===== src/rtl/wb_pkg.sv =====
// Shared types and constants for the register-file write-port controller.
package wb_pkg;

    localparam int DATA_W   = 32;
    localparam int ADDR_W   = 5;
    localparam int NUM_REGS = 32;

    typedef struct packed {
        logic [ADDR_W-1:0] rd;
        logic [DATA_W-1:0] data;
    } wb_entry_t;

    typedef enum logic [1:0] {
        SRC_NONE,
        SRC_ALU,
        SRC_FIFO,
        SRC_LSU
    } wb_src_t;

    function automatic logic [NUM_REGS-1:0] reg_mask(input logic [ADDR_W-1:0] r);
        reg_mask    = '0;
        reg_mask[r] = 1'b1;
    endfunction

endpackage


===== src/rtl/wb_fifo.sv =====
// In-order buffer for LSU write-back entries that lost arbitration.
module wb_fifo
    import wb_pkg::*;
#(
    parameter int DEPTH = 4,
    localparam int PTR_W = $clog2(DEPTH),
    localparam int CNT_W = PTR_W + 1
) (
    input  logic             CLK,
    input  logic             RESET_N,
    input  logic             push,
    input  wb_entry_t        push_entry,
    input  logic             pop,
    output wb_entry_t        head,
    output logic             full,
    output logic             empty,
    output logic [CNT_W-1:0] count
);

    wb_entry_t        mem [DEPTH];
    logic [PTR_W-1:0] wr_ptr;
    logic [PTR_W-1:0] rd_ptr;
    logic             do_push;
    logic             do_pop;

    assign full    = (count == CNT_W'(DEPTH));
    assign empty   = (count == '0);
    assign do_push = push && !full;
    assign do_pop  = pop && !empty;
    assign head    = mem[rd_ptr];

    // Storage needs no reset; validity is tracked entirely by the pointers and count.
    always_ff @(posedge CLK) begin
        if (do_push) begin
            mem[wr_ptr] <= push_entry;
        end
    end

    always_ff @(posedge CLK or negedge RESET_N) begin
        if (!RESET_N) begin
            wr_ptr <= '0;
            rd_ptr <= '0;
            count  <= '0;
        end else begin
            if (do_push) begin
                wr_ptr <= wr_ptr + 1'b1;
            end
            if (do_pop) begin
                rd_ptr <= rd_ptr + 1'b1;
            end
            case ({do_push, do_pop})
                2'b10:   count <= count + 1'b1;
                2'b01:   count <= count - 1'b1;
                default: count <= count;
            endcase
        end
    end

endmodule


===== src/rtl/wb_write_port_ctrl.sv =====
// Arbitrates ALU and LSU results onto the single register-file write port,
// tracks outstanding loads and produces read-stage stall/forward indications.
module wb_write_port_ctrl
    import wb_pkg::*;
#(
    parameter int FIFO_DEPTH = 4,
    localparam int CNT_W = $clog2(FIFO_DEPTH) + 1
) (
    input  logic                CLK,
    input  logic                RESET_N,
    input  logic                ALU_VALID,
    input  logic [ADDR_W-1:0]   ALU_RD,
    input  logic [DATA_W-1:0]   ALU_DATA,
    input  logic                LSU_VALID,
    input  logic [ADDR_W-1:0]   LSU_RD,
    input  logic [DATA_W-1:0]   LSU_DATA,
    output logic                LSU_READY,
    input  logic                ISSUE_VALID,
    input  logic [ADDR_W-1:0]   ISSUE_RD,
    output logic                ISSUE_STALL,
    input  logic [ADDR_W-1:0]   RS1,
    input  logic [ADDR_W-1:0]   RS2,
    output logic                RS_STALL,
    output logic                FWD1_HIT,
    output logic                FWD2_HIT,
    output logic                WB_WE,
    output logic [ADDR_W-1:0]   WB_REG,
    output logic [DATA_W-1:0]   WB_DATA,
    output logic [NUM_REGS-1:0] PENDING,
    output logic [CNT_W-1:0]    FIFO_COUNT
);

    wb_src_t             wb_src;
    wb_entry_t           fifo_head;
    wb_entry_t           lsu_entry;
    logic                fifo_full;
    logic                fifo_empty;
    logic                fifo_push;
    logic                fifo_pop;
    logic                alu_sel;
    logic                lsu_take;
    logic [NUM_REGS-1:0] set_mask;
    logic [NUM_REGS-1:0] clr_mask;

    assign lsu_entry = '{rd: LSU_RD, data: LSU_DATA};
    assign LSU_READY = !fifo_full;
    assign alu_sel   = ALU_VALID && (ALU_RD != '0);
    // Loads to x0 are still handshaken so the LSU can retire them, but go nowhere.
    assign lsu_take  = LSU_VALID && LSU_READY && (LSU_RD != '0);

    wb_fifo #(
        .DEPTH (FIFO_DEPTH)
    ) u_fifo (
        .CLK        (CLK),
        .RESET_N    (RESET_N),
        .push       (fifo_push),
        .push_entry (lsu_entry),
        .pop        (fifo_pop),
        .head       (fifo_head),
        .full       (fifo_full),
        .empty      (fifo_empty),
        .count      (FIFO_COUNT)
    );

    always_comb begin
        wb_src   = SRC_NONE;
        clr_mask = '0;
        set_mask = '0;
        if (alu_sel) begin
            wb_src = SRC_ALU;
        end else if (!fifo_empty) begin
            wb_src = SRC_FIFO;
        end else if (lsu_take) begin
            wb_src = SRC_LSU;
        end
        fifo_push = lsu_take && (wb_src != SRC_LSU);
        fifo_pop  = (wb_src == SRC_FIFO);
        if (wb_src == SRC_FIFO) begin
            clr_mask = reg_mask(fifo_head.rd);
        end else if (wb_src == SRC_LSU) begin
            clr_mask = reg_mask(LSU_RD);
        end
        if (ISSUE_VALID && (ISSUE_RD != '0)) begin
            set_mask = reg_mask(ISSUE_RD);
        end
    end

    always_ff @(posedge CLK or negedge RESET_N) begin
        if (!RESET_N) begin
            WB_WE   <= 1'b0;
            WB_REG  <= '0;
            WB_DATA <= '0;
            PENDING <= '0;
        end else begin
            case (wb_src)
                SRC_ALU: begin
                    WB_WE   <= 1'b1;
                    WB_REG  <= ALU_RD;
                    WB_DATA <= ALU_DATA;
                end
                SRC_FIFO: begin
                    WB_WE   <= 1'b1;
                    WB_REG  <= fifo_head.rd;
                    WB_DATA <= fifo_head.data;
                end
                SRC_LSU: begin
                    WB_WE   <= 1'b1;
                    WB_REG  <= LSU_RD;
                    WB_DATA <= LSU_DATA;
                end
                default: begin
                    WB_WE   <= 1'b0;
                end
            endcase
            // A new issue to the same register outranks the retiring load.
            PENDING <= (PENDING & ~clr_mask) | set_mask;
        end
    end

    assign ISSUE_STALL = PENDING[ISSUE_RD];
    assign FWD1_HIT    = WB_WE && (WB_REG == RS1) && (RS1 != '0);
    assign FWD2_HIT    = WB_WE && (WB_REG == RS2) && (RS2 != '0);
    assign RS_STALL    = ((RS1 != '0) && PENDING[RS1] && !FWD1_HIT) ||
                         ((RS2 != '0) && PENDING[RS2] && !FWD2_HIT);

endmodule


===== config.mk =====
export PLATFORM = sky130hd
export DESIGN_NAME = wb_write_port_ctrl
export DESIGN_NICKNAME = d
export VERILOG_FILES = /design/src/rtl/wb_pkg.sv /design/src/rtl/wb_fifo.sv /design/src/rtl/wb_write_port_ctrl.sv
export SDC_FILE = /design/constraint.sdc
export NUM_CORES = 1
export LEC_CHECK = 0
export ABC_AREA = 1
export CORE_ASPECT_RATIO = 1.5
export CORE_MARGIN = 2
export CORE_UTILIZATION = 45
export CTS_BUF_LIST = sky130_fd_sc_hd__clkbuf_8 sky130_fd_sc_hd__clkbuf_16
export CTS_CLUSTER_SIZE = 10
export DETAILED_ROUTE_END_ITERATION = 8
export PLACE_DENSITY = 0.78
export RECOVER_POWER = 50
export SLEW_MARGIN = 20
export SYNTH_ARGS = -nofsm -noshare
export SYNTH_HDL_FRONTEND = slang
export SYNTH_SLANG_ARGS = --single-unit

===== constraint.sdc =====
create_clock -name CLK -period 3.88 [get_ports CLK]
set_clock_uncertainty 0.2 [all_clocks]
set_input_delay 0.776 -clock CLK [delete_from_list [all_inputs] [get_ports CLK]]
set_output_delay 0.776 -clock CLK [all_outputs]
set_load 0.05 [all_outputs]

Word-level counts from Yosys, hierarchy flattened
Memories as Yosys holds them, arrays and structs flattened. Cells that the tools add are included.

Input port bits: 94. Register bits: 77. Logic and storage cells: 88. RAM bits: 148. Memories kept: 1.

Memory list: u_fifo.mem (depth 4, width 37, rd ports 1, clocked after Yosys merged registers in 0, write ports 1, RTL line wb_fifo.sv:20) `wb_entry_t mem [DEPTH];`.

Bitwise operators: 3. Mux-type cells: 24. $add $sub $neg: 4. Magnitude comparators: 8. Reductions and logical operators: 32. Eq/ne operators: 9.

Operator list (number): $mux W32 (3); $pmux W32 S3 (1); $and A32 B32 Y32 (1); $not A32 Y32 (1); $or A32 B32 Y32 (1); $lt A5 B6 Y1 const B (5); $reduce_bool A5 Y1 (5); $logic_and A1 B1 Y1 (18); $bmux W1 S5 (3); $demux W1 S5 (3); $ge A5 B1 Y1 const B (3); $pmux W5 S3 (1); $eq A5 B5 Y1 (2); $mux W1 (9); $eq A2 B2 Y1 const B (3); $mux W2 (3); $pmux W3 S2 (1); $add A2 B1 Y2 const B (2); $eq A2 B1 Y1 const B (2); $logic_not A1 Y1 (4); $add A3 B1 Y3 const B (1); $eq A3 B3 Y1 const B (1); $logic_not A3 Y1 (1); $reduce_bool A3 Y1 (1); 5 further kinds (5).

Longest topological paths before layout
Depth after elaboration: 13. Mapped depth: 12. Mapped depth without buffers: 10.

Modules after synthesis
Synthesis repeated with hierarchy kept, for this count alone.

Cells, all modules: 1384. Area, all modules: 11735.0 um^2.

By module, submodules not included: wb_fifo (area each 6384.9 um^2, times used 1, cells each 493); wb_write_port_ctrl (area each 5350.1 um^2, times used 1, cells each 891).

Least setup slack after synthesis
Ideal clock, no wire load.

Path kind: register to register. Start point: register u_fifo.count[1]. End point: memory u_fifo.mem[0][0] (netlist name) (enable). Data required time: 3.249 ns. Cell stages (with the launch flop): 6. Clock period less this slack: 3.843 ns. Setup time: 0.431 ns. Data arrival time: 3.212 ns. Path slack: 0.037 ns. Cell sequence: dfrtp_1 > inv_1 > nand3_1 > and2_1 > nand3_2 > nor2_1.

Word-level cells in the longest chain between the ends: 12.

Ends and longest elaborated chain: start: declaration (RTL line wb_fifo.sv:17) `output logic [CNT_W-1:0] count`; start signal: assignment (RTL line wb_fifo.sv:52) `2'b10: count <= count + 1'b1;`; start signal: assignment (RTL line wb_fifo.sv:53) `2'b01: count <= count - 1'b1;`; start signal: assignment (RTL line wb_fifo.sv:54) `default: count <= count;`; $eq A3 B3 Y1 (*) (RTL line wb_fifo.sv:26) `assign full = (count == CNT_W'(DEPTH));`; $logic_not A1 Y1 (*) (RTL line wb_write_port_ctrl.sv:46) `assign LSU_READY = !fifo_full;`; via LSU_READY (RTL line wb_write_port_ctrl.sv:17) `output logic LSU_READY,`; $logic_and A1 B1 Y1 (2 in a row) (RTL line wb_write_port_ctrl.sv:49) `assign lsu_take = LSU_VALID && LSU_READY && (LSU_RD != '0);`; $mux W2 (RTL line wb_write_port_ctrl.sv:73) `end else if (lsu_take) begin`; $mux W2 (RTL line wb_write_port_ctrl.sv:71) `end else if (!fifo_empty) begin`; $mux W2 (RTL line wb_write_port_ctrl.sv:69) `if (alu_sel) begin`; $ne A2 B2 Y1 (RTL line wb_write_port_ctrl.sv:76) `fifo_push = lsu_take && (wb_src != SRC_LSU);`; $logic_and A1 B1 Y1 (RTL line wb_write_port_ctrl.sv:76); $logic_and A1 B1 Y1 (*) (RTL line wb_fifo.sv:28) `assign do_push = push && !full;`; $mux W1 (*) (RTL line wb_fifo.sv:34) `if (do_push) begin`; $mux W1 (not written as such) (*) (RTL line wb_fifo.sv:35) `mem[wr_ptr] <= push_entry;`; end: declaration (RTL line wb_fifo.sv:20).

The timed path passes the listed nets; every way through them passes the cells marked *.

Worst setup path after layout
Start point: input port ALU_RD[1]. End point: memory u_fifo.mem[3][29] (netlist name) (enable).

Word-level cells in the longest chain between the ends: 8.

Ends and longest elaborated chain: start: declaration (RTL line wb_write_port_ctrl.sv:12) `input logic [ADDR_W-1:0] ALU_RD,`; $reduce_bool A5 Y1 (RTL line wb_write_port_ctrl.sv:47) `assign alu_sel = ALU_VALID && (ALU_RD != '0);`; $logic_and A1 B1 Y1 (RTL line wb_write_port_ctrl.sv:47); $mux W2 (RTL line wb_write_port_ctrl.sv:69); $ne A2 B2 Y1 (RTL line wb_write_port_ctrl.sv:76); $logic_and A1 B1 Y1 (RTL line wb_write_port_ctrl.sv:76); $logic_and A1 B1 Y1 (RTL line wb_fifo.sv:28); $mux W1 (RTL line wb_fifo.sv:34); $mux W1 (not written as such) (RTL line wb_fifo.sv:35).

Every way passes these cells.

==> summary.md <==
| Metric | Value |
|---|---|
| Status | complete, but fails checks |
| Failing checks | max-capacitance violations, max-slew violations |
| Nets | 1561 |
| CTS Root Cell | clkbuf_16 |
| Sequential share of power | 34.7% |
| CP delay by family, top | simple AND/OR/NAND/NOR gates |
| Worst Tran Pin Value | approximately 2.1 ns |
| Ports | between 150 and 200 |
| Die height | 197.5 um |
| Warnings, synthesis | 0 |
| Wirelength per Cell | 19.55 um |
| Leak pwr | 6.088 nW |
| Clk slew on worst S/H paths | around 0.060 ns |
| Setup TNS Final | 0 ns |
| Antenna-violating nets left | 0 |
| CP Data Required Time | between 3 and 4 ns |
| CTS Buf Count | 26 |
| Share of cells above drive strength 1 | 6.824% |
| Port bufs | 171 |
| Initial DRC count | 844 |
| RSZ-0062 raised after global routing | false |
| Pint | 6.129 mW |
| Combinational power share | a little under half |
| DRC errors left | 0 |
| CTS HTree Levels | 1 |
| Worst path bufs/invs | 2 |
| Max Buffers Root-to-Sink | 3 |
| Share of the synthesized area in the top cell type | 39.56% |
| First-pass iteration count of the detailed router | 6 |
| Fmax | 286.7 MHz |
| Clock network fraction of total power | 19.3% |
| WL final | 35280 um |
| Max stage delay cell, worst path | nor2_2 |
| Seq/Total Area, Yosys | between 50% and 60% |
| CTS Hold Bufs | 0 |
| Total of max-cap violations | 1 |
| Critical path cell sequence | clkdlybuf4s50_1, nor2_1, nand4_1, nand2_1, nand2_4, nand3_1, nor2_2, buf_4 |
| Pins Over Slew Limit | 34 |
| Synth Flop Type | edfxtp_1 |
| Post-DP Area | 13490 um2 |
| CP max stage delay | 1.08 ns |
| Mapped Area | approximately 11000 um2 |
| Clock tree sinks | 225 |
| Syn_area_per_cell | 8.852 um2 |
| Most frequent cells in the layout | nand2_1, nand3_1, edfxtp_1 |
| Antenna diodes | 0 |
| Initial Utilization | 45.97% |
| Worst Setup End Kind | flop |
| Tmin final | 3.488 ns |
| TritonCTS clock tree | done |
| Detail Placement HPWL | roughly 25000 um |
| Min-delay src | WB_DATA[3] |
| Rows | 70 |
| Final Cell Area | ~14000 um2 |
| Synth cell types | 41 |
| Reg2reg end | u_fifo.mem[3][29] |
| Reg2reg path depth | 6 |
| Switching Fraction | 45.31% |
| First-pass GRT wire length | 54030 um |
| FILL cells | 2117 |
| VDD IR max | 564.6 uV |
| CP Class | in -> reg |
| Initial antenna violation count | 0 |
| Final Hold Viols | 0 |
| Pin count of the biggest net entering global routing | 56 |
| Top post-synthesis cells by area | edfxtp_1, dfrtp_1, nand2_1 |
| Core region area | 24440 um2 |
| Post-synth EDFFs | 148 |
| Grt total ovfl | 0 |
| Worst hold stages | 2 |
| Arr. time, crit path | 3.48 ns |
| Critical Path Fanout Max | 23 |
| Hold Path Sink | WB_DATA[3] |
| Reg2reg start | u_fifo.count[0] |
| Fin crit share | 89.90% |
| Setup bufs post-CTS | 0 |
| Layout area overhead | 26.24% |
| Die area | 26270 um2 |
| Syn Nets | 1369 |
| Most common library cell in the layout ignoring fill and taps | nand2_1 |
| Largest area contributor in the netlist | edfxtp_1 |
| Total track usage | 26.74% |
| Die W | roughly 130 um |
| Switching power | 5.079 mW |
| Synthesized flop and latch total | between 200 and 250 |
| Total chip power | 11.21 mW |
| Skew-Pair Late Insertion Delay | 0.52 ns |
| Vias in the first global route | ~10000 |
| Final setup vio count | 0 |
| Total number of vias | between 9000 and 10000 |
| Worst Setup Start Kind | input port |
| Max_slew headroom | -42.72% |
| Gpl congestion | 0.9452 |
| Reg-to-reg slack, setup | 0.72 ns |
| Synthesized instance count | 1269 |
| Async S/R FF share, synth | 34.22% |
| Cts repair resizes | 0 |
| DR vias/cell | 5.493 |
| Tightest Hold Check Type | reg -> reg |
| Power Density | 790.3 nW/um2 |
-- worst max path at each step --
stage	from	endpoint	slack [ns]	cells after the start
2_1_floorplan	u_fifo.count[1]	u_fifo.mem[0][0]	0.04	5
3_3_place_gp	ALU_RD[0]	u_fifo.mem[2][30]	0.35	9
3_5_place_dp	ALU_RD[3]	u_fifo.mem[2][29]	0.31	9
4_1_cts	RS1[1]	RS_STALL	0.42	10
5_1_grt	ALU_RD[1]	u_fifo.mem[3][29]	0.19	8
6_report	ALU_RD[1]	u_fifo.mem[3][29]	0.39	8
-- kinds of logic after synthesis --
kind of cell,share of synthesized area (%)
AO/OA/AOI/OAI,9.011
XOR/XNOR,0.7017
adder cells (fa/ha/maj),0.7351
buffers and inverters,6.973
flip-flops,56.72
AND/OR/NAND/NOR,25.86
-- metal layers --
metal	track usage (%)	vias to the layer above	share of wire, %
li1	-	4635	-
met1	29.40	4698	36
met2	49.66	459	52
met3	3.310	117	6.3
met4	14.77	0	5.5
met5	0	-	0
-- state kept, by name (all words and copies together) (netlist names) --
name	cells
WB_REG	5
WB_WE	1
WB_DATA	32
PENDING	32
u_fifo.mem	148
u_fifo.count	3
u_fifo.wr_ptr	2
u_fifo.rd_ptr	2
-- stage by stage --
stage          std cells  setup slack [ns]  hold slack [ns]  util (%)
3_5_place_dp        1757            0.3144           0.2742     55.19
6_report            1804            0.3918           0.2840     58.03
5_1_grt             1804            0.1882           0.3282     58.03
3_3_place_gp        1757            0.3544           0.2668     55.19
2_1_floorplan       1269           0.03662           0.2804         -
4_1_cts             1804            0.4213          0.02877     58.30
-- worst register-to-register path: stages, from the launching register on --
cell	delay, ns
dfrtp_1	0.46
nor3_2	0.08
buf_4	0.21
nand2_4	0.16
nand3_1	0.21
nor2_2	1.08
buf_4	0.44
-- final cells by class --
| type | instances | area, um2 | share of cell area [%] |
|---|---|---|---|
| clock buffer | 28 | 689.4 | 4.861 |
| inverter | 131 | 491.7 | 3.467 |
| tap | 324 | 405.4 | 2.859 |
| clock inverter | 19 | 71.32 | 0.5029 |
| sequential | 225 | 6372 | 44.94 |
| multi-input combinational | 860 | 4083 | 28.79 |
| timing repair buffer | 217 | 2068 | 14.58 |
-- power by group through the flow --
| stage | Clock [mW] | Sequential [mW] | Combinational (mW) |
|---|---|---|---|
| final | 2.16 | 3.89 | 5.16 |
| after global routing | 2.27 | 3.94 | 5.55 |
| after CTS | 2.18 | 3.88 | 5.18 |
| after detailed placement | 0 | 3.91 | 5.16 |
| after global placement | 0 | 3.90 | 5.11 |
| after floorplan | 0 | 4.95 | 2.14 |
-- synthesized netlist by cell type (8+ instances only) --
cell      instances
nand2_1         333
nand3_1         152
edfxtp_1        148
nor2_1          129
inv_1           125
dfrtp_1          77
o21ai_0          76
a21oi_1          33
clkbuf_1         24
o22ai_1          22
nor3_1           17
a22oi_1          16
buf_2            14
nand4_1          12
nor2_2           12
o21bai_1         11
buf_4             8
Power figures use the tool's default switching activity.
==> RTL edit 1 (config.mk and constraints unchanged) <==
Put a register stage on the output `FIFO_COUNT`, with the module's reset. The value now appears one clock later. The other outputs are not delayed to match.
--- a/src/rtl/wb_write_port_ctrl.sv
+++ b/src/rtl/wb_write_port_ctrl.sv
@@ -31,4 +31,6 @@
 );
 
+    logic [CNT_W-1:0] FIFO_COUNT_d;
+
     wb_src_t             wb_src;
     wb_entry_t           fifo_head;
@@ -60,5 +62,5 @@
         .full       (fifo_full),
         .empty      (fifo_empty),
-        .count      (FIFO_COUNT)
+        .count      (FIFO_COUNT_d)
     );
 
@@ -124,4 +126,12 @@
                          ((RS2 != '0) && PENDING[RS2] && !FWD2_HIT);
 
+    always_ff @(posedge CLK or negedge RESET_N) begin
+        if (!RESET_N) begin
+            FIFO_COUNT <= '0;
+        end else begin
+            FIFO_COUNT <= FIFO_COUNT_d;
+        end
+    end
+
 endmodule
 
Behaviour: not the same (a bounded check fails within 4 cycles, from zero or initial values and one cycle with RESET_N low).
==> RTL edit 1 against the unedited design <==
Clock power down 2%; the flow still finishes with violations (capacitance limit, slew limit); power down 1.3%; area after synthesis down 0.18%; setup slack worse by 11 ps; combinational power down 3%; routed wire length down 4.8%; largest power group unchanged; design area down 0.90%; sequential cell count up 3.
==> RTL edit 1: results (changes against the unedited design) <==
| Metric | Value |
|---|---|
| Outcome | finished, violations left |
| Failing checks | capacitance limit, slew limit |
| N_diodes | 2 (+2) |
| Layout buffering overhead excluding clock cells | 14.26% (-0.32 points) |
| Fin nets | 1502 (-3.8%) |
| Max-cap violations | 1 (unchanged) |
| Adder-Cell Fraction of Synth Area | 0.7364% (+0.0013 points) |
| Seq. cell area | 6446 sq um (+1.2%) |
| Hold Crit Depth | 0 (-2) |
| DP Area | 13370 sq um (-0.84%) |
| Syn nets | 1319 (-3.7%) |
| Leakage | 5.891 nW (-3.2%) |
| Met2 Usage GRT | 46.57% (-3.1 points) |
| Slew margin rel. | -9.490% (+33 points) |
| Initial antenna violation count | 1 (+1) |
| Number of non-clock inverters | 100 (-24%) |
| Met2 WL post-DR | 17570 microns (-4.4%) |
| Setup crit end | u_fifo.mem[3][6] |
| CLK BUF | 27 (-3.6%) |
| Net Switching | 0.004922 W (-3.1%) |
| Slew Limit Fails | 57 (+68%) |
| Via count | 9777 (-1.3%) |
| Family with the most delay on the worst path | buffers and inverters |
| Wire length of the first global-routing pass | 51380 microns (-4.9%) |
| R2R setup slack | 610 ps (-110 ps) |
| Non-clk bufs | 207 (-4.6%) |
## RTL edit 1: cell count changes in the layout (fill, tap and decap cells not counted), moves of 8 or more
cell             delta
o22ai_1             +8
o21bai_1           -11
nor2_1              -8
clkdlybuf4s50_1    -12
nand2_2            +13
dlygate4sd3_1      +12
inv_1              -35
nand4_1            -10
nand3_1            -14
o22a_1             +15
a21oi_1            -18
## RTL edit 1: worst reg2reg max path, stage by stage (launching register included)
cell and delay, ps:
dfrtp_1 1180, inv_2 120, clkbuf_2 730, o21ai_0 480, o22ai_1 120, nand2_1 80
nand2_1 60, o22a_1 170
## RTL edit 1: kinds of logic after synthesis
| logic type | after synthesis |
|---|---|
| adder cells (fa/ha/maj) | 6 |
| flip-flops | 228 |
| XOR/XNOR | 10 |
| AND/OR/NAND/NOR | 646 |
| buffers and inverters | 152 |
| AO/OA/AOI/OAI | 177 |
==> RTL edit 2 (same settings) <==
Made on the original files. Set the parameter `FIFO_DEPTH` to 2 (it was 4).
--- a/src/rtl/wb_write_port_ctrl.sv
+++ b/src/rtl/wb_write_port_ctrl.sv
@@ -4,5 +4,5 @@
     import wb_pkg::*;
 #(
-    parameter int FIFO_DEPTH = 4,
+    parameter int FIFO_DEPTH = 2,
     localparam int CNT_W = $clog2(FIFO_DEPTH) + 1
 ) (
Ports: changed (resized FIFO_COUNT); port bits go from 172 to 171. No check against the original RTL was run, so the function may have changed too.
==> RTL edit 2 against the unedited design <==
Clock power fell by 26%; final cell count is 29% lower; the run still ends with capacitance limit, slew limit left; area after synthesis down 31%; global-route usage down 1.0 points; power shrank 27%; sequential cell count fell by 77; setup slack worse by 150 ps; routed wire length down 33%; synthesized cell count decreased by 30%; sequential power decreased by 32%; design area down 28%.
==> RTL edit 2: results (changes against the unedited design) <==
| Metric | Value |
|---|---|
| Outcome | finished, violations left |
| Failing checks | capacitance limit, slew limit |
| Worst slew pin tran | 1929 ps (-211.7 ps) |
| Via count | 7143 (-28%) |
| Number of synthesized flops with an enable pin | 74 (-50%) |
| Initial antenna violation count | 2 (+2) |
| Slew Limit Fails | 37 (+8.8%) |
| Max-cap violations | 1 (unchanged) |
| Final WL | 23730 microns (-33%) |
| Critical Path AT | 3790 ps (+310 ps) |
| Synth area leaders | edfxtp_1 29%, dfrtp_1 24%, nand2_1 12%, nand3_1 9.6%, inv_1 3.9% |
| Largest net degree at the start of global routing | 54 (-3.6%) |
| Clock Path Buffers | 2 (-1) |
| HPWL reported at the end of detailed placement | 17270 microns (-32%) |
| H-tree lvl count | 4 (+3) |
| Post-synth ARST share | 50.00% (+16 points) |
| Gpl congestion | 0.9699 (+2.6%) |
| Net Switching | 0.003769 W (-26%) |
| Fill count | 1441 (-32%) |
| Syn nets | 984 (-28%) |
| Synth cell types | 31 (-24%) |
| Post-synthesis sequential area ratio | 52.74% (-4.0 points) |
| GRT Overall Usage | 25.73% (-1.0 points) |
| Synth top cells by count | 248 x nand2_1, 148 x nand3_1, 81 x inv_1 |
| Wire length of the first global-routing pass | 37140 microns (-31%) |
| Number of global-route vias before repair | 7052 (-28%) |
| Biggest regs | u_fifo.mem (74), PENDING (32), WB_DATA (32) |
| Initial DRC count | 495 (-41%) |
## RTL edit 2: final cells by class
type	instances	area, sq um	area share (%)
antenna	3	7.507	0.07307
clock buffer	17	425.4	4.141
clock inverter	15	141.4	1.376
inverter	86	322.8	3.142
multi-input combinational	621	3133	30.50
sequential	148	4075	39.67
tap	210	262.8	2.558
timing repair buffer	189	1906	18.55
## RTL edit 2: path summary, 6_finish.rpt
kind / startpoint / end / slack [ps] / depth (start not counted)
max in group asynchronous: RESET_N / PENDING[28] / 1570 / 2
worst max-delay path: ALU_RD[3] / PENDING[2] / 240 / 10
min in group asynchronous: RESET_N / WB_DATA[2] / 510 / 1
worst min register to register: WB_DATA[5] / WB_DATA[5] / 290 / 2
worst max register to register: u_fifo.count[1] / PENDING[2] / 840 / 6
worst min-delay path: WB_DATA[5] / WB_DATA[5] / 290 / 2
## RTL edit 2: logic make-up after synthesis
kind of cell	Yosys count	share of synthesized area [%]
and+or+nand+nor	479	26.81
AOI/OAI and AO/OA	101	8.552
adders and majority gates	1	0.1619
muxes	32	4.260
buffers and inverters	120	6.576
DFF	148	52.74
xor gates and xnor gates	8	0.9071
## RTL edit 2: layer usage
| metal | up-vias | share of wire (%) | GRT usage, % |
|---|---|---|---|
| met5 | - | 0 | 0 |
| met4 | 0 | 3.2 | 11.08 |
| met3 | 63 | 7.3 | 5.138 |
| met2 | 357 | 52 | 47.32 |
| met1 | 3328 | 37 | 29.04 |
| li1 | 3395 | - | - |
## RTL edit 2: metrics by stage
stage          setup slack (ps)  std cells  cell area, sq um
6_report                  243.5       1289             10270
5_1_grt                   100.5       1288             10270
4_1_cts                   292.1       1286             10300
3_5_place_dp              298.1       1254              9738
3_3_place_gp              325.2       1254              9738
2_1_floorplan             197.3        889              7725
## RTL edit 2: power groups by stage
stage	sequential (W)	clock [W]	combinational, W
6_report	0.00265	0.00159	0.00390
5_1_grt	0.00271	0.00168	0.00413
4_1_cts	0.00265	0.00161	0.00396
3_5_place_dp	0.00266	0	0.00394
3_3_place_gp	0.00266	0	0.00391
2_1_floorplan	0.00370	0	0.00146
## RTL edit 2: critical path: stages
cell and delay [ps]:
clkdlybuf4s50_1 500, nor2_1 60, nand3_1 60, nand2_1 160, o21ai_4 100, clkbuf_1 1400, nor2_1 390, nand2_1 150
nand3_1 100, nand2_1 90
